--- src/rtl/mips8_control_fsm.sv ---
// -----------------------------------------------------------------------------
// mips8_control_fsm
// Multicycle main controller for the 8-bit MIPS datapath. It fetches a 32-bit
// instruction one byte per cycle (FETCH1..FETCH4), decodes it, and then steps
// through the execute/memory/writeback states of that instruction class. All
// datapath enables, mux selects and the ALU control code are Moore outputs
// decoded from the current state. The one exception is pcen, which also
// depends combinationally on the ALU zero flag so that a branch can qualify
// the PC load.
//
// Ports:
//   clk        in   rising-edge system clock
//   reset      in   asynchronous, active-high reset (forces FETCH1)
//   op         in   instr[31:26] from the IR
//   funct      in   instr[5:0] from the IR
//   zero       in   ALU zero flag
//   memread    out  memory read strobe
//   memwrite   out  memory write strobe
//   alusrca    out  ALU A select: 0=PC, 1=regA
//   alusrcb    out  ALU B select: 00=regB, 01=const 1, 10=imm, 11=branch imm
//   memtoreg   out  regfile write data: 0=ALUout, 1=MDR
//   regdst     out  regfile write register: 0=rt, 1=rd
//   iord       out  memory address: 0=PC, 1=ALUout
//   regwrite   out  regfile write enable
//   irwrite    out  one-hot IR byte load enable
//   pcsrc      out  PC source: 00=ALU result, 01=ALUout, 10=jump target
//   pcen       out  PC load enable
//   branch     out  conditional PC write (BEQEX only)
//   alucontrol out  ALU operation code
//   state      out  current state encoding (debug)
// -----------------------------------------------------------------------------
module mips8_control_fsm #(
  parameter logic [5:0] OP_RTYPE = 6'b000000,
  parameter logic [5:0] OP_LB    = 6'b100000,
  parameter logic [5:0] OP_SB    = 6'b101000,
  parameter logic [5:0] OP_BEQ   = 6'b000100,
  parameter logic [5:0] OP_J     = 6'b000010,
  parameter logic [5:0] OP_ADDI  = 6'b001000
) (
  input  logic       clk,
  input  logic       reset,
  input  logic [5:0] op,
  input  logic [5:0] funct,
  input  logic       zero,
  output logic       memread,
  output logic       memwrite,
  output logic       alusrca,
  output logic [1:0] alusrcb,
  output logic       memtoreg,
  output logic       regdst,
  output logic       iord,
  output logic       regwrite,
  output logic [3:0] irwrite,
  output logic [1:0] pcsrc,
  output logic       pcen,
  output logic       branch,
  output logic [2:0] alucontrol,
  output logic [3:0] state
);

  typedef enum logic [3:0] {
    S_FETCH1  = 4'd0,
    S_FETCH2  = 4'd1,
    S_FETCH3  = 4'd2,
    S_FETCH4  = 4'd3,
    S_DECODE  = 4'd4,
    S_MEMADR  = 4'd5,
    S_LBRD    = 4'd6,
    S_LBWR    = 4'd7,
    S_SBWR    = 4'd8,
    S_RTYPEEX = 4'd9,
    S_RTYPEWR = 4'd10,
    S_BEQEX   = 4'd11,
    S_JEX     = 4'd12,
    S_ADDIEX  = 4'd13,
    S_ADDIWR  = 4'd14
  } state_t;

  state_t r_state;

  // Decoded controls before reset gating
  logic       w_memread;
  logic       w_memwrite;
  logic       w_alusrca;
  logic [1:0] w_alusrcb;
  logic       w_memtoreg;
  logic       w_regdst;
  logic       w_iord;
  logic       w_regwrite;
  logic [3:0] w_irwrite;
  logic [1:0] w_pcsrc;
  logic       w_pcwrite;
  logic       w_pcwritecond;
  logic [1:0] w_aluop;
  logic [2:0] w_alucontrol;

  // ALU decoder: aluop 00 add, 01 sub, 10 from funct; funct codes outside the
  // supported set fall back to 101 so the datapath sees a distinct code.
  function automatic logic [2:0] alu_decode(input logic [1:0] aluop,
                                            input logic [5:0] fn);
    logic [2:0] code;
    case (aluop)
      2'b00: code = 3'b010;
      2'b01: code = 3'b110;
      2'b10: begin
        case (fn)
          6'b100000: code = 3'b010;
          6'b100010: code = 3'b110;
          6'b100100: code = 3'b000;
          6'b100101: code = 3'b001;
          6'b101010: code = 3'b111;
          default:   code = 3'b101;
        endcase
      end
      default: code = 3'b010;
    endcase
    return code;
  endfunction

  // State register and next-state sequencing
  always_ff @(posedge clk or posedge reset) begin
    if (reset) begin
      r_state <= S_FETCH1;
    end else begin
      case (r_state)
        S_FETCH1:  r_state <= S_FETCH2;
        S_FETCH2:  r_state <= S_FETCH3;
        S_FETCH3:  r_state <= S_FETCH4;
        S_FETCH4:  r_state <= S_DECODE;
        S_DECODE: begin
          case (op)
            OP_LB, OP_SB: r_state <= S_MEMADR;
            OP_RTYPE:     r_state <= S_RTYPEEX;
            OP_BEQ:       r_state <= S_BEQEX;
            OP_J:         r_state <= S_JEX;
            OP_ADDI:      r_state <= S_ADDIEX;
            default:      r_state <= S_FETCH1;
          endcase
        end
        S_MEMADR:  r_state <= (op == OP_LB) ? S_LBRD : S_SBWR;
        S_LBRD:    r_state <= S_LBWR;
        S_RTYPEEX: r_state <= S_RTYPEWR;
        S_ADDIEX:  r_state <= S_ADDIWR;
        // LBWR, SBWR, RTYPEWR, BEQEX, JEX, ADDIWR and the unused code 15
        default:   r_state <= S_FETCH1;
      endcase
    end
  end

  // Moore decode of datapath controls from the current state
  always_comb begin
    w_memread     = 1'b0;
    w_memwrite    = 1'b0;
    w_alusrca     = 1'b0;
    w_alusrcb     = 2'b00;
    w_memtoreg    = 1'b0;
    w_regdst      = 1'b0;
    w_iord        = 1'b0;
    w_regwrite    = 1'b0;
    w_irwrite     = 4'b0000;
    w_pcsrc       = 2'b00;
    w_pcwrite     = 1'b0;
    w_pcwritecond = 1'b0;
    w_aluop       = 2'b00;
    case (r_state)
      S_FETCH1, S_FETCH2, S_FETCH3, S_FETCH4: begin
        w_memread = 1'b1;
        w_alusrcb = 2'b01;
        w_pcwrite = 1'b1;
        // FETCHn is encoded as n-1, so the low bits pick the IR byte lane
        w_irwrite = 4'b0001 << r_state[1:0];
      end
      S_DECODE:  w_alusrcb = 2'b11;
      S_MEMADR: begin
        w_alusrca = 1'b1;
        w_alusrcb = 2'b10;
      end
      S_LBRD: begin
        w_memread = 1'b1;
        w_iord    = 1'b1;
      end
      S_LBWR: begin
        w_regwrite = 1'b1;
        w_memtoreg = 1'b1;
      end
      S_SBWR: begin
        w_memwrite = 1'b1;
        w_iord     = 1'b1;
      end
      S_RTYPEEX: begin
        w_alusrca = 1'b1;
        w_aluop   = 2'b10;
      end
      S_RTYPEWR: begin
        w_regwrite = 1'b1;
        w_regdst   = 1'b1;
      end
      S_BEQEX: begin
        w_alusrca     = 1'b1;
        w_aluop       = 2'b01;
        w_pcwritecond = 1'b1;
        w_pcsrc       = 2'b01;
      end
      S_JEX: begin
        w_pcwrite = 1'b1;
        w_pcsrc   = 2'b10;
      end
      S_ADDIEX: begin
        w_alusrca = 1'b1;
        w_alusrcb = 2'b10;
      end
      S_ADDIWR:  w_regwrite = 1'b1;
      default: begin
        w_memread = 1'b0;
      end
    endcase
    w_alucontrol = alu_decode(w_aluop, funct);
  end

  // Reset is applied combinationally to the outputs so that no strobe (and in
  // particular no write) is visible while reset is held, even though the
  // FETCH1 state itself would otherwise assert memread/irwrite/pcen.
  assign memread    = w_memread  & ~reset;
  assign memwrite   = w_memwrite & ~reset;
  assign alusrca    = w_alusrca  & ~reset;
  assign alusrcb    = reset ? 2'b00 : w_alusrcb;
  assign memtoreg   = w_memtoreg & ~reset;
  assign regdst     = w_regdst   & ~reset;
  assign iord       = w_iord     & ~reset;
  assign regwrite   = w_regwrite & ~reset;
  assign irwrite    = reset ? 4'b0000 : w_irwrite;
  assign pcsrc      = reset ? 2'b00 : w_pcsrc;
  assign pcen       = (w_pcwrite | (w_pcwritecond & zero)) & ~reset;
  assign branch     = w_pcwritecond & ~reset;
  assign alucontrol = reset ? 3'b000 : w_alucontrol;
  assign state      = r_state;

endmodule

--- config.mk ---
export PLATFORM = sky130hd
export DESIGN_NAME = mips8_control_fsm
export DESIGN_NICKNAME = d
export VERILOG_FILES = /design/src/rtl/mips8_control_fsm.sv
export SDC_FILE = /design/constraint.sdc
export NUM_CORES = 1
export LEC_CHECK = 0
export ABC_CLOCK_PERIOD_IN_PS = 3000
export BUFFER_PORTS_ARGS = -buffer_cell sky130_fd_sc_hd__buf_2
export CAP_MARGIN = 20
export CORE_MARGIN = 2
export CORE_UTILIZATION = 40
export DETAILED_ROUTE_END_ITERATION = 16
export PLACE_DENSITY = 0.83
export SKIP_LAST_GASP = 1
export SLEW_MARGIN = 20
export SYNTH_ARGS = -nofsm -noshare
export SYNTH_HDL_FRONTEND = slang
export SYNTH_SLANG_ARGS = --single-unit
export TNS_END_PERCENT = 50
--- constraint.sdc ---
create_clock -name clk -period 3 [get_ports clk]
set_input_delay 0 -clock clk [delete_from_list [all_inputs] [get_ports clk]]
set_output_delay 0 -clock clk [all_outputs]
set_load 0.01 [all_outputs]
[Yosys cells after proc, flatten, opt, wreduce, memory -nomap -nowiden]
Index checks and enable logic that the tools add are counted.
Operators by class
  equal/unequal tests: 26
  shifts and indexed selects: 1
  mux-type cells: 22
  bitwise gates (word level): 12
  reduce and logical (&&, ||, !) cells: 10
Operators by type and width (count)
  $eq A6 B6 Y1 const B: 7
  $pmux W4 S9: 1
  $eq A4 B4 Y1 const B: 7
  $pmux W4 S5: 1
  $eq A4 B3 Y1 const B: 4
  $pmux W3 S5: 1
  $mux W4: 3
  $and A1 B1 Y1: 10
  $reduce_or A5 Y1: 2
  $mux W1: 9
  $eq A4 B2 Y1 const B: 2
  $pmux W2 S2: 2
  $reduce_or A4 Y1: 2
  $eq A6 B2 Y1 const B: 1
  $eq A6 B3 Y1 const B: 1
  $eq A6 B4 Y1 const B: 1
  $logic_not A6 Y1: 1
  $pmux W2 S3: 1
  $pmux W3 S2: 1
  $reduce_or A2 Y1: 3
  $eq A4 B1 Y1 const B: 1
  $logic_not A4 Y1: 1
  $mux W2: 2
  $shl A1 B2 Y4 const A: 1
  6 further kinds: 6
Storage, ports and cells
  bits in registers: 4
  output and inout bits: 24

[Logic depth before layout (Yosys ltp)]
  depth after elaboration: 5
  gate-level depth with buffers: 8

[Worst setup path after synthesis]
No wires, ideal clock.
  path type: register -> output
  from: reg r_state[0] (netlist: state[0])
  to: out alucontrol[0]
  arrival: 1.670 ns
  data required time: 3.000 ns
  setup slack: 1.330 ns
  cell stages (with the launch flop): 8
  cells stage by stage: dfrtp_1 clkbuf_1 nor2b_1 nand2_1 ha_1 nor2_1 nand2_1 a21oi_1
On the way
  cells in the longest elaborated chain, start to end: 5
Ends and longest elaborated chain
  start, declared: RTL line 79  | state_t r_state;
  start signal, assigned: RTL line 140  | S_MEMADR: r_state <= (op == OP_LB) ? S_LBRD : S_SBWR;
  $eq A4 B4 Y1: RTL line 165  | case (r_state)
  $pmux W2 S2 (*): RTL line 165
  $eq A2 B2 Y1 / $eq A2 B1 Y1 (equally long branches): RTL line 102  | case (aluop)
  $pmux W3 S2 (*): RTL line 102
  $mux W3 (*): RTL line 235  | assign alucontrol = reset ? 3'b000 : w_alucontrol;
  end, declared: RTL line 57  | output logic [2:0] alucontrol,
Mark *: on every way between the ends. The rest lies on a longest branch, timed or not.

[Final worst setup path]
  from: reg r_state[3] (netlist: state[3])
  to: out alucontrol[0]
Same word-level chain as after synthesis.

==> impl_metrics.env <==
export IMPL_die_w_um=43.2
export IMPL_synth_largest_area_cell="dfrtp_1"
export IMPL_vias_per_cell=5.58
export IMPL_yosysSeqAreaShare_pct=16.3
export IMPL_fin_tns_setup_ps=0
export IMPL_grt_max_degree=23
export IMPL_path_delay_family="flip-flops"
export IMPL_ant_nets=0
export IMPL_ys_ff_latch=4
export IMPL_wl_mm=1.70
export IMPL_synth_top_flop_cell="dfrtp_1"
export IMPL_cts_buffer_depth=2
export IMPL_drv_slew=0
export IMPL_antenna_found_initial=0
export IMPL_htree_levels=1
export IMPL_synth_edf_count=0
export IMPL_synthTopCellsByArea="dfrtp_1 (16%), nor3_1 (8.1%), a21oi_1 (6.5%)"
export IMPL_tritoncts="done"
export IMPL_area_delta_synth_final_pct=33.8
export IMPL_setup_viol=0
export IMPL_root_buffer="clkbuf_4"
export IMPL_status="complete, no violations"
export IMPL_syn_nets=111
export IMPL_ir_drop_mv=0.353
export IMPL_skew_ps=5.26
export IMPL_post_cts_buffers=0
export IMPL_clock_sinks=4
export IMPL_synth_common_cells="nor2_1 (10), nor3_1 (10), a21oi_1 (8), nand2_1 (7), nand2b_1 (6)"
export IMPL_syn_instance_count=94
export IMPL_hold_viol_final=0
export IMPL_final_cell_area_sq_um=822
export IMPL_cp_cell_sequence="nor2b_1 > nand3_1 > inv_1 > ha_1 > nor2_1 > nand2_1 > a21oi_1 > buf_2"
export IMPL_p_per_area_mw_per_mm2=659
export IMPL_syn_area_sq_um=614
export IMPL_avgSynthCellArea_sq_um=6.54
export IMPL_grt_pass1_wl_mm=2.73
export IMPL_die_h_um=43.2
export IMPL_slew_headroom_pct=62.2
export IMPL_cp_required_ps=3000
export IMPL_maxCapViolCount=0
export IMPL_hpwl_mm=1.34
export IMPL_grtUsageTotal_pct=18.7
export IMPL_route_detailed_drc=0
export IMPL_port_buffers=38
export IMPL_synth_cell_types=35
export IMPL_drt_initial_drc_count=48
export IMPL_post_route_period_util_pct=67.6
export IMPL_cellLeakagePower_nw=0.423
export IMPL_firstDrtPassIters=4
export IMPL_max_stage_delay_ps=690
export IMPL_slowest_stage="dfrtp_1"
export IMPL_criticalPathCategory="reg2out"
export IMPL_worstHoldPathType="in2reg"
export IMPL_ys_warn_count=0
export IMPL_min_period_ps=2030
export IMPL_core_area_sq_mm=0.00147
export IMPL_antennaDiodeCount=0
export IMPL_worst_slew_pin_slew_ps=567
export IMPL_rsz0062_at_grt="false"
export IMPL_start_util_pct=41.8
export IMPL_routedWlPerCell_um=11.8
export IMPL_placed_area_sq_um=790
export IMPL_final_nets=147
export IMPL_vias=804
export IMPL_clock_latency_ps=230
export IMPL_async_reset_ff_share_pct=100
export IMPL_cts_clk_slew_worst_paths_ps=40
export IMPL_ioPinCount=39
export IMPL_critPathCaptureType="primary output"
export IMPL_gp_congestion=0.787
export IMPL_grt_overflow=0
export IMPL_largest_reg_flops=4
export IMPL_critical_path_buf_inv_count=2
export IMPL_cts_buffers_inserted=3
export IMPL_dieArea_sq_mm=0.00187
export IMPL_crit_fanout=22
export IMPL_placementRows=14
export IMPL_synth_top_area_share_pct=16.3
export IMPL_worst_ep_arrival_time_ps=2030
export IMPL_fmax_mhz=493
export IMPL_drive_gt1_share_pct=33.6
export IMPL_start_kind="flop"
export IMPL_grt_pass1_vias=677
cell type report:
class	instances	area [sq um]
well taps	16	20.0
fillers	145	649
inverters	5	18.8
flip-flops and latches	4	100
repair buffers	39	200
multi-input cells	77	460
clock buffers	3	22.5
cell families after synthesis:
logic type | synth area share, %
AND/OR/NAND/NOR | 46.8
adder cells (fa/ha/maj) | 5.70
AO/OA/AOI/OAI | 21.0
flip-flops | 16.3
buffers and inverters | 8.76
XOR/XNOR | 1.43
cells in the final DEF (no fill, tap or decap), types with 2 or more instances in the layout:
master    count
a21oi_1       8
buf_2        38
clkbuf_4      3
dfrtp_1       4
ha_1          2
inv_1         5
nand2_1       7
nand2b_1      6
nand3_1       5
nor2_1       10
nor2b_1       3
nor3_1       10
nor3b_1       2
nor4_1        2
o21ai_0       3
or4_1         2
layer usage:
layer	share of wire, %	vias up	GRT usage (%)
met2	52	40	34.3
met3	7.4	0	2.55
met1	40	359	22.9
met4	0	0	3.64
met5	0	-	0
li1	-	405	-
per-stage QoR:
step	cells	worst slack, ps	utilization [%]	total power, mW	hold WS (ps)
floorplan	94	1330	-	0.368	-7.58
finish	144	973	55.9	0.541	128
global route	144	710	55.9	0.586	137
detailed placement	140	1170	53.7	0.470	14.7
global placement	140	1200	53.7	0.463	11.7
CTS	144	974	55.9	0.541	122
power breakdown:
part	total, mW	switching (mW)	internal, mW
sequential	0.170	0.0941	0.0757
clock	0.0678	0.0229	0.0448
combinational	0.304	0.164	0.140
total	0.541	0.281	0.260
timing repair:
| action | 4_1_cts | 5_1_grt |
|---|---|---|
| resized for setup | 0 | 0 |
| hold buffers | 1 | 0 |
| endpoints found under the hold margin | 4 | 0 |
worst reg2reg max path, stage by stage (launching register included):
cell	delay, ps
dfrtp_1	580
or4_1	560
or4b_1	530
o311ai_1	80
path summary, 6_finish.rpt:
path / depth (start not counted) / end / slack, ps / startpoint
max: 8 / alucontrol[0] / 970 / state[3]
min: 3 / state[3] / 130 / op[5]
max reg2reg: 3 / state[2] / 1140 / state[3]
min reg2reg: 1 / state[0] / 770 / state[0]
max in group asynchronous: 3 / state[2] / 2460 / reset
min in group asynchronous: 3 / state[3] / 320 / reset
Power figures use the tool's default switching activity.
